## config.mk

```make
export PLATFORM = sky130hd
export DESIGN_NAME = alu_ctrl_seq
export DESIGN_NICKNAME = d
export VERILOG_FILES = /design/src/rtl/alu_ctrl_pkg.sv /design/src/rtl/alu_op_decode.sv /design/src/rtl/alu_ctrl_seq.sv
export SDC_FILE = /design/constraint.sdc
export NUM_CORES = 1
export LEC_CHECK = 0
export ABC_AREA = 1
export ABC_CLOCK_PERIOD_IN_PS = 1180
export CORE_MARGIN = 2
export CORE_UTILIZATION = 23
export CTS_CLUSTER_DIAMETER = 30
export CTS_CLUSTER_SIZE = 12
export DETAILED_ROUTE_END_ITERATION = 10
export GPL_ROUTABILITY_DRIVEN = 0
export PLACE_DENSITY = 0.56
export SLEW_MARGIN = 15
export SYNTH_ARGS = -nofsm -noshare
export SYNTH_HDL_FRONTEND = slang
export SYNTH_HIERARCHICAL = 1
export SYNTH_SLANG_ARGS = --single-unit
```

## constraint.sdc

```tcl
create_clock -name clk_i -period 1.18 [get_ports clk_i]
set_clock_uncertainty 0.2 [all_clocks]
set_input_delay 0.236 -clock clk_i [delete_from_list [all_inputs] [get_ports clk_i]]
set_output_delay 0.236 -clock clk_i [all_outputs]
set_load 0.02 [all_outputs]
```

## src/rtl/alu_ctrl_pkg.sv

```systemverilog
// Shared constants and types for the sequenced ALU control block.
// Opcode, R-type funct and ALU operation code maps, plus the FSM state type.
// Optional R-type funct decoding is selected with the ALU_CTRL_FUNCT_EN macro
// (see alu_op_decode).
package alu_ctrl_pkg;

    // Instruction opcodes
    localparam int unsigned OP_ADD   = 0;
    localparam int unsigned OP_SUB   = 1;
    localparam int unsigned OP_MUL   = 2;
    localparam int unsigned OP_DIV   = 3;
    localparam int unsigned OP_LW    = 4;
    localparam int unsigned OP_SW    = 5;
    localparam int unsigned OP_BR    = 6;
    localparam int unsigned OP_J     = 7;
    localparam int unsigned OP_RTYPE = 8;

    // R-type funct field values
    localparam int unsigned FN_ADD = 'h20;
    localparam int unsigned FN_SUB = 'h22;
    localparam int unsigned FN_AND = 'h24;
    localparam int unsigned FN_OR  = 'h25;
    localparam int unsigned FN_SLT = 'h2A;
    localparam int unsigned FN_MUL = 'h18;
    localparam int unsigned FN_DIV = 'h1A;

    // ALU operation codes; AND/OR/SLT are reachable only through R-type
    localparam int unsigned ALU_ADD = 0;
    localparam int unsigned ALU_SUB = 1;
    localparam int unsigned ALU_MUL = 2;
    localparam int unsigned ALU_DIV = 3;
    localparam int unsigned ALU_LW  = 4;
    localparam int unsigned ALU_SW  = 5;
    localparam int unsigned ALU_BR  = 6;
    localparam int unsigned ALU_J   = 7;
    localparam int unsigned ALU_AND = 8;
    localparam int unsigned ALU_OR  = 9;
    localparam int unsigned ALU_SLT = 10;

    // Sequencer states
    typedef enum logic [1:0] {
        ST_IDLE = 2'd0,
        ST_EXEC = 2'd1,
        ST_BUSY = 2'd2
    } state_e;

endpackage

```

## src/rtl/alu_op_decode.sv

```systemverilog
// Combinational opcode/funct to ALU operation decoder.
// Produces the ALU code, a multi-cycle flag (MUL/DIV) and an illegal flag.
// An illegal encoding always yields ALU code 0.
// Macro ALU_CTRL_FUNCT_EN: when defined, opcode RTYPE is decoded through the
// funct field (adds AND/OR/SLT and R-type MUL/DIV); otherwise RTYPE is illegal
// and the funct input is ignored.
module alu_op_decode
    import alu_ctrl_pkg::*;
#(
    parameter int OP_W     = 4,
    parameter int FUNCT_W  = 6,
    parameter int ALU_OP_W = 4
) (
    input  logic [OP_W-1:0]     op,
    input  logic [FUNCT_W-1:0]  funct,
    output logic [ALU_OP_W-1:0] alu_op,
    output logic                multi,
    output logic                illegal
);

    logic [ALU_OP_W-1:0] rtype_op;
    logic                rtype_multi;
    logic                rtype_illegal;

`ifdef ALU_CTRL_FUNCT_EN
    // Decode the R-type funct field into an ALU code
    always_comb begin
        rtype_op      = '0;
        rtype_multi   = 1'b0;
        rtype_illegal = 1'b0;
        case (funct)
            FUNCT_W'(FN_ADD): rtype_op = ALU_OP_W'(ALU_ADD);
            FUNCT_W'(FN_SUB): rtype_op = ALU_OP_W'(ALU_SUB);
            FUNCT_W'(FN_AND): rtype_op = ALU_OP_W'(ALU_AND);
            FUNCT_W'(FN_OR):  rtype_op = ALU_OP_W'(ALU_OR);
            FUNCT_W'(FN_SLT): rtype_op = ALU_OP_W'(ALU_SLT);
            FUNCT_W'(FN_MUL): begin
                rtype_op    = ALU_OP_W'(ALU_MUL);
                rtype_multi = 1'b1;
            end
            FUNCT_W'(FN_DIV): begin
                rtype_op    = ALU_OP_W'(ALU_DIV);
                rtype_multi = 1'b1;
            end
            default: rtype_illegal = 1'b1;
        endcase
    end
`else
    // Without funct decoding the RTYPE opcode is simply unmapped
    logic unused_funct;
    assign unused_funct  = ^funct;
    assign rtype_op      = '0;
    assign rtype_multi   = 1'b0;
    assign rtype_illegal = 1'b1;
`endif

    // Map the primary opcode; anything outside the table is illegal
    always_comb begin
        // NOTE: every output gets a default before the case so no path leaves
        // it unassigned, which would otherwise infer a latch.
        alu_op  = '0;
        multi   = 1'b0;
        illegal = 1'b0;
        case (op)
            OP_W'(OP_ADD): alu_op = ALU_OP_W'(ALU_ADD);
            OP_W'(OP_SUB): alu_op = ALU_OP_W'(ALU_SUB);
            OP_W'(OP_MUL): begin
                alu_op = ALU_OP_W'(ALU_MUL);
                multi  = 1'b1;
            end
            OP_W'(OP_DIV): begin
                alu_op = ALU_OP_W'(ALU_DIV);
                multi  = 1'b1;
            end
            OP_W'(OP_LW):    alu_op = ALU_OP_W'(ALU_LW);
            OP_W'(OP_SW):    alu_op = ALU_OP_W'(ALU_SW);
            OP_W'(OP_BR):    alu_op = ALU_OP_W'(ALU_BR);
            OP_W'(OP_J):     alu_op = ALU_OP_W'(ALU_J);
            OP_W'(OP_RTYPE): begin
                alu_op  = rtype_op;
                multi   = rtype_multi;
                illegal = rtype_illegal;
            end
            default: illegal = 1'b1;
        endcase
    end

endmodule

```

## src/rtl/alu_ctrl_seq.sv

```systemverilog
// Sequenced ALU control: accepts decoded instructions over valid/ready,
// registers the ALU operation code and paces multi-cycle MUL/DIV with a
// down-counter, holding off decode while a long operation is in flight.
// Macro ALU_CTRL_FUNCT_EN enables R-type funct decoding (inside alu_op_decode).
// The counter is $clog2(DIV_LAT) bits wide, so MUL_LAT is assumed <= DIV_LAT.
module alu_ctrl_seq
    import alu_ctrl_pkg::*;
#(
    parameter int OP_W     = 4,
    parameter int FUNCT_W  = 6,
    parameter int ALU_OP_W = 4,
    parameter int MUL_LAT  = 4,
    parameter int DIV_LAT  = 16
) (
    input  logic                clk_i,
    input  logic                rst_i,
    input  logic                instr_valid_i,
    output logic                instr_ready_o,
    input  logic [OP_W-1:0]     instr_op_i,
    input  logic [FUNCT_W-1:0]  instr_funct_i,
    output logic [ALU_OP_W-1:0] alu_op_o,
    output logic                alu_valid_o,
    output logic                alu_multi_o,
    output logic                alu_done_o,
    output logic                illegal_o
);

    localparam int CNT_W = $clog2(DIV_LAT);
    localparam logic [CNT_W-1:0] MUL_LOAD = CNT_W'(MUL_LAT - 1);
    localparam logic [CNT_W-1:0] DIV_LOAD = CNT_W'(DIV_LAT - 1);

    state_e              state_q, state_d;
    logic [CNT_W-1:0]    cnt_q, cnt_d;
    logic                ill_q, ill_d;
    logic [ALU_OP_W-1:0] alu_op_q, alu_op_d;

    logic [ALU_OP_W-1:0] dec_op;
    logic                dec_multi;
    logic                dec_illegal;
    logic                transfer;

    alu_op_decode #(
        .OP_W     (OP_W),
        .FUNCT_W  (FUNCT_W),
        .ALU_OP_W (ALU_OP_W)
    ) u_decode (
        .op      (instr_op_i),
        .funct   (instr_funct_i),
        .alu_op  (dec_op),
        .multi   (dec_multi),
        .illegal (dec_illegal)
    );

    // Ready depends only on registered state; masking with rst_i keeps ready
    // low during reset and also makes valid ignored while reset is held.
    assign instr_ready_o = ~rst_i & (state_q != ST_BUSY);
    assign transfer      = instr_valid_i & instr_ready_o;

    // Next-state, counter and operation-code selection
    always_comb begin
        state_d  = state_q;
        cnt_d    = cnt_q;
        ill_d    = ill_q;
        alu_op_d = alu_op_q;
        case (state_q)
            ST_IDLE, ST_EXEC: begin
                state_d = ST_IDLE;
                ill_d   = 1'b0;
                if (transfer) begin
                    alu_op_d = dec_illegal ? '0 : dec_op;
                    ill_d    = dec_illegal;
                    if (dec_multi && !dec_illegal) begin
                        state_d = ST_BUSY;
                        cnt_d   = (dec_op == ALU_OP_W'(ALU_MUL)) ? MUL_LOAD : DIV_LOAD;
                    end else begin
                        state_d = ST_EXEC;
                    end
                end
            end
            ST_BUSY: begin
                // Count 0 marks the final execute cycle; never wrap below it
                if (cnt_q == '0) begin
                    state_d = ST_IDLE;
                end else begin
                    cnt_d = cnt_q - CNT_W'(1);
                end
            end
            default: state_d = ST_IDLE;
        endcase
    end

    // State and operation registers with synchronous reset
    always_ff @(posedge clk_i) begin
        // NOTE: sequential state uses non-blocking assignments so every
        // register samples the pre-edge values, independent of statement order.
        if (rst_i) begin
            state_q  <= ST_IDLE;
            cnt_q    <= '0;
            ill_q    <= 1'b0;
            alu_op_q <= '0;
        end else begin
            state_q  <= state_d;
            cnt_q    <= cnt_d;
            ill_q    <= ill_d;
            alu_op_q <= alu_op_d;
        end
    end

    // Execute-side outputs are decoded from registered state only
    assign alu_op_o    = alu_op_q;
    assign alu_multi_o = (state_q == ST_BUSY);
    assign alu_valid_o = (state_q == ST_BUSY) | ((state_q == ST_EXEC) & ~ill_q);
    assign alu_done_o  = ((state_q == ST_BUSY) & (cnt_q == '0)) |
                         ((state_q == ST_EXEC) & ~ill_q);
    assign illegal_o   = (state_q == ST_EXEC) & ill_q;

endmodule
```

==> results of run 1 <==
power breakdown:
group	total, mW	leakage [nW]	switching [mW]	internal (mW)
registers	0.386	0.0932	0.00765	0.379
logic	0.190	0.465	0.0919	0.0985
clock network	0.260	0.0177	0.135	0.125
total	0.837	0.576	0.235	0.602
cells in the mapped netlist (all sizes together):
master,count
nand2,23
buf,2
inv,14
conb,1
xor2,1
nand3,8
nor2,20
ha,1
dfxtp,11
o21ai,2
clkbuf,1
nand3b,2
a21oi,7
critical path, delay by kind of cell (launching register included):
kind	cells	cell delay, ns
buffers and inverters	3	0.23
DFF	1	0.35
and+or+nand+nor	1	0.12
AOI/OAI and AO/OA	1	0.13
cell families after synthesis:
group / after synthesis
XOR/XNOR: 1
other: 1
AND/OR/NAND/NOR: 53
adder cells (fa/ha/maj): 1
AO/OA/AOI/OAI: 9
buffers and inverters: 17
flip-flops: 11
sequential cells by signal, summed over array words and instances (netlist names):
name and count:
alu_op_o 4, cnt_q 4, state_q 2, ill_q 1
stage by stage:
stage,setup TNS (ns),std cells,setup WS [ns]
2_1_floorplan,-0.375,93,-0.103
3_3_place_gp,-8.44,155,-0.619
3_5_place_dp,-8.56,155,-0.636
4_1_cts,-2.98,167,-0.369
5_1_grt,-3.94,168,-0.401
6_report,-3.10,168,-0.355
final cells by class:
type	count	area, sq um
multi-input combinational	65	430
sequential	11	233
tap	30	37.5
clock inverter	1	5.00
fill	246	1290
timing repair buffer	44	418
inverter	14	62.6
clock buffer	3	22.5
repair_timing:
action | CTS | global route
cloned | 0 | 0
gates resized for setup | 78 | 16
pin swaps | 9 | 6
buffers inserted | 8 | 2
endpoints found under the hold margin | 0 | 0
endpoints found under the setup margin | 20 | 20
metal layers:
layer | global-route usage, % | up-vias | wire length [um]
li1 | - | 372 | -
met3 | 2.56 | 2 | 72
met2 | 19.9 | 15 | 855
met4 | 3.14 | 0 | 13
met1 | 12.0 | 322 | 668
met5 | 0 | - | 0
path summary, 6_finish.rpt:
check | start | end | slack [ns]
hold / removal | rst_i | ill_q$_SDFFE_PP0P_ | 0.24
setup / recovery | state_q[1]$_SDFFE_PP0P_ | alu_done_o | -0.35
setup reg to reg | state_q[1]$_SDFFE_PP0P_ | cnt_q[3]$_SDFFE_PP0P_ | -0.21
hold reg to reg | alu_op_o[1]$_SDFFE_PP0P_ | alu_op_o[1]$_SDFFE_PP0P_ | 0.27
==> results.ini, run 1 <==
[outcome]
status = finished with violations
violations = setup timing

[power]
p_leak_nw = 0.576
total_power_mw = 0.837
ir_worst_vdd_mv = 0.461
powerDensity_nw_per_um2 = 693

[drt]
drc_errors = 0
drtIter0Drc = 4
wl_per_cell_um = 9.58
firstDrtPassIters = 4
routed_wl_mm = 1.61
routed_via_density = 4.23
vias = 711
ant_nets = 0

[synthesis]
synth_top_family_by_area = simple AND/OR/NAND/NOR gates
yosysSeqAreaShare_pct = 35.8
synthCells = 93
yosysUniqueCellTypes = 19
syn_area_sq_um = 616
yosys.area_share.simple_pct = 39.4
synth_top_cell_by_area = dfxtp_1
syn_nets = 107
ys_warn_count = 6
synth_compound_area_share_pct = 8.54
ys_ff_latch = 11
syn_avg_cell_area_sq_um = 6.62
synth_mux_area_share_pct = 0
synth_fa_ha_area_share_pct = 2.03
synth_top_area_share_pct = 35.8
synth-xor-area-share_pct = 1.42
yosys-top-cells-area = dfxtp_1, nand2_1, nor2_1, nand3_1, inv_1

[floorplan]
num_rows = 18
ios = 22
die_w_um = 55.7
fp.coreArea_sq_um = 2500
start_util_pct = 24.6
dieArea_sq_um = 3110
die_h_um = 55.7

[setup_path]
endpoint_kind = output pin
critPathKind = reg -> out
crit_arrival_ns = 1.10
reg2reg_depth = 8
worstSetupStartpointType = register
crit_fanout = 3
required_ns = 0.74
cp_slowest_cell = dfxtp_2
slowest_delay_ns = 0.35
crit_chain = inv_4, nor2_8, inv_4, o21ai_4, buf_6
path_common_cell = inv_4

[clock_network]
clkLatencyLatePin_ns = 0.26
cts_buffer_depth = 2
ctsHoldBuffers = 0
cts_buffers = 3
cts_root_buffer = clkbuf_4
clk_pin_slew_worst_paths_ns = 0.08
cts_max_level = 1
cts_num_sinks = 11
cts_tree = done

[timing]
min_period_over_period_pct = 130
fmax_mhz = 652
setup_slack_ns = -0.355
finalHoldViolations = 0
final-setup-viol-count = 16
min_period_ns = 1.53
fin_hold_ws_ns = 0.238
finalMaxSlewViolations = 0
rsz0062_at_grt = yes

[finish]
stdcell_area_sq_um = 1210
diodes = 0
layout_common_cells = buf_4, nand2_1, buf_6, nor2_1, inv_1
layout_commonest_cell = buf_4
area_delta_synth_final_pct = 96.3
nNetsFinal = 153
drive_gt1_share_pct = 59.4
final_util_pct = 48.3

[global_routing]
overflow = 0
grt_max_degree = 9
grt_pass1_vias = 657
grt_pass1_wl_mm = 2.70
antenna_found_initial = 0
grt_usage_pct = 10.7

[place]
io_buffers = 15
dp_hpwl_mm = 1.14
dpl-instance-area_sq_um = 981

[job]
maxCapViolCount = 0

[worst_hold_path]
hold_class = in -> reg
hold_depth = 3

(Power assumes the default switching activity.)
==> run 2: changes to the inputs <==
- ABC_AREA: 1 -> unset
- CAP_MARGIN: unset -> 20
- DONT_BUFFER_PORTS: unset -> 1
- PLACE_DENSITY: 0.56 -> 0.45
==> run 2 against run 1 <==
Effect of this change: the flow still finishes with violations (setup timing); worst hold slack got worse by 0.23 ns; wire length shrank 2.7%; non-clock buffer count down 26; sequential share of layout area grew 5.9 points; critical path depth shrank 2; cell area decreased by 23%; critical endpoint unchanged.
==> results.ini, run 2 <==
[outcome]
status = finished with violations  ; unchanged
violations = setup timing  ; unchanged

[setup_path]
crit_fanout = 2  ; was 3
cp_slowest_cell = or3b_4  ; was dfxtp_2
required_ns = 0.74  ; about the same
endpoint_kind = output pin  ; unchanged
slowest_delay_ns = 0.40  ; was 0.35 ns
crit_chain = buf_6, or3b_4, o31ai_4  ; was inv_4, nor2_8, inv_4, o21ai_4, buf_6
worstSetupStartpointType = register  ; unchanged
crit_arrival_ns = 1.22  ; was 1.10 ns
reg2reg_depth = 6  ; was 8
critPathKind = reg -> out  ; unchanged
crit_start = state_q[0]$_SDFFE_PP0P_  ; was state_q[1]$_SDFFE_PP0P_
r2r-start = cnt_q[0]$_SDFFE_PP0P_  ; was state_q[1]$_SDFFE_PP0P_

[place]
io_buffers = 0  ; was 15
dp_hpwl_um = 978  ; was 1.14 mm
dpl_worst_slack_ns = -0.237  ; was -0.636 ns
numPlacedInstances = 110  ; was 155

[drt]
wl_per_cell_um = 13.2  ; was 9.58 um
routed_wl_mm = 1.57  ; was 1.61 mm
firstDrtPassIters = 4  ; unchanged
drtIter0Drc = 14  ; was 4
drc_errors = 0  ; unchanged
routed_via_density = 4.85  ; was 4.23
vias = 577  ; was 711
ant_nets = 0  ; unchanged

[timing]
min_period_ns = 1.65  ; was 1.53 ns
setup_slack_ns = -0.472  ; was -0.355 ns
rsz0062_at_grt = yes  ; unchanged
worst_pin_slew_ns = 0.547
fin_hold_ws_ns = 0.00584  ; was 0.238 ns
finalHoldViolations = 0  ; unchanged
final-setup-viol-count = 16  ; unchanged
finalMaxSlewViolations = 0  ; unchanged
relSlewSlack_pct = 63.4
min_period_over_period_pct = 140  ; was 130%
fmax_mhz = 605  ; was 652 MHz

[worst_hold_path]
hold_class = in -> reg  ; unchanged
hold_depth = 2  ; was 3
min-delay-start = rst_i  ; unchanged

[global_routing]
grt_max_degree = 15  ; was 9
grt_pass1_vias = 544  ; was 657
antenna_found_initial = 0  ; unchanged
grt_usage_pct = 10.3  ; was 10.7%
grt_pass1_wl_mm = 2.54  ; was 2.70 mm
overflow = 0  ; unchanged

[synthesis]
synthCells = 71  ; was 93
yosysMostFrequentCell = dfxtp_1  ; was nand2_1
synthArstFlopShare_pct = 0  ; unchanged
synth_top_cell_by_area = dfxtp_1  ; unchanged
ys_ff_latch = 11  ; unchanged
syn_avg_cell_area_sq_um = 8.67  ; was 6.62 sq um
syn_nets = 85  ; was 107
ys_top_cells_by_count = dfxtp_1, a21oi_1, nor2_1  ; was nand2_1, nor2_1, dfxtp_1
yosys-top-cells-area = dfxtp_1, nand3b_1, a21oi_1, nor2_1, nor3b_2  ; was dfxtp_1, nand2_1, nor2_1, nand3_1, inv_1
synth_enable_flop_cells = 0  ; unchanged
yosysSeqAreaShare_pct = 35.8  ; unchanged
ys_warn_count = 6  ; unchanged
synth_top_area_share_pct = 35.8  ; unchanged
syn_area_sq_um = 616  ; unchanged
yosysUniqueCellTypes = 31  ; was 19
ys.flop_type = dfxtp_1  ; unchanged

[clock_network]
cts_max_level = 1  ; unchanged
cts_tree = done  ; unchanged
cts_root_buffer = clkbuf_4  ; unchanged
cts_num_sinks = 11  ; unchanged
clkLatencyLatePin_ns = 0.28  ; was 0.26 ns
cts_buffers = 3  ; unchanged
cts_buffer_depth = 2  ; unchanged
clk_pin_slew_worst_paths_ns = 0.08  ; about the same

[finish]
diodes = 0  ; unchanged
layout_commonest_cell = buf_4  ; unchanged
num-fill-cells = 265  ; was 246
drive_gt1_share_pct = 61.8  ; was 59.4%
nNetsFinal = 104  ; was 153
area_delta_synth_final_pct = 51.2  ; was 96.3%
layout_common_cells = buf_4, dfxtp_2, nand3b_1, a21oi_1  ; was buf_4, nand2_1, buf_6, nor2_1, inv_1
stdcell_count = 119  ; was 168
final_util_pct = 37.2  ; was 48.3%

[power]
ir_worst_vdd_mv = 0.510  ; was 0.461 mV
total_power_mw = 0.793  ; was 0.837 mW
powerDensity_nw_per_um2 = 851  ; was 693 nW/um^2
p_leak_nw = 0.339  ; was 0.576 nW

[floorplan]
ios = 22  ; unchanged
dieArea_sq_um = 3110  ; unchanged
die_w_um = 55.7  ; unchanged
fp.coreArea_sq_um = 2500  ; unchanged
die_h_um = 55.7  ; unchanged
start_util_pct = 24.6  ; unchanged
num_rows = 18  ; unchanged

[job]
maxCapViolCount = 0  ; unchanged

run 2: changes by cell type after synthesis, moves of 4 or more:
cell,previous run,this run
inv_2,5,1
nand3_1,8,0
inv_1,9,2
nand2_1,20,6
nor2_1,18,7
run 2: critical path, delay by kind of cell, from the launching register on:
| family | cells | cell delay [ns] |
|---|---|---|
| buffers and inverters | 1 | 0.09 |
| AO/OA/AOI/OAI | 1 | 0.11 |
| flip-flops | 1 | 0.34 |
| AND/OR/NAND/NOR | 1 | 0.40 |
run 2: cell families (layout without fill, tap and decap cells):
family,Yosys count,count (layout),synth area share [%]
AND/OR/NAND/NOR,35,35,36.4
AO/OA/AOI/OAI,16,16,20.1
flip-flops,11,11,35.8
buffers and inverters,7,25,5.08
adder cells (fa/ha/maj),1,1,2.03
other,1,1,0.609
run 2: final timing paths:
kind	endpoint	slack (ns)
max reg2reg	cnt_q[2]$_SDFFE_PP0P_	-0.32
min	state_q[1]$_SDFFE_PP0P_	0.006
max	alu_done_o	-0.47
min reg2reg	alu_op_o[3]$_SDFFE_PP0P_	0.31
run 2: metal layers:
metal / track usage, % / part of all wire, % / wire length [um]
met1: 14.8 / 47 / 730
met2: 14.3 / 46 / 728
met3: 1.63 / 4.3 / 67
met4: 6.27 / 2.5 / 39
met5: 0 / 0 / 0
run 2: timing repair:
item / in CTS / in global routing
pin swaps: 4 / 4
endpoints found under the hold margin: 11 / 11
setup buffers: 3 / 0
setup endpoints to repair: 13 / 16
gates resized for setup: 14 / 10
run 2: layout make-up:
| type | instances | area, sq um | share of cell area [%] |
|---|---|---|---|
| Clock buffer | 3 | 22.5 | 2.42 |
| Clock inverter | 1 | 5.00 | 0.538 |
| Inverter | 3 | 13.8 | 1.48 |
| Multi-Input combinational cell | 53 | 460 | 49.5 |
| Sequential cell | 11 | 234 | 25.1 |
| Tap cell | 30 | 37.5 | 4.03 |
| Timing Repair Buffer | 18 | 158 | 16.9 |
run 2: metrics by stage:
step	area (sq um)	setup TNS, ns
6_report	931	-3.41
5_1_grt	931	-4.29
4_1_cts	870	-3.00
3_5_place_dp	792	-1.60
3_3_place_gp	792	-1.52
2_1_floorplan	667	-1.14
run 2: power breakdown:
part / internal, mW / switching [mW]
clock: 0.126 / 0.152
sequential: 0.380 / 0.0121
combinational: 0.0660 / 0.0573
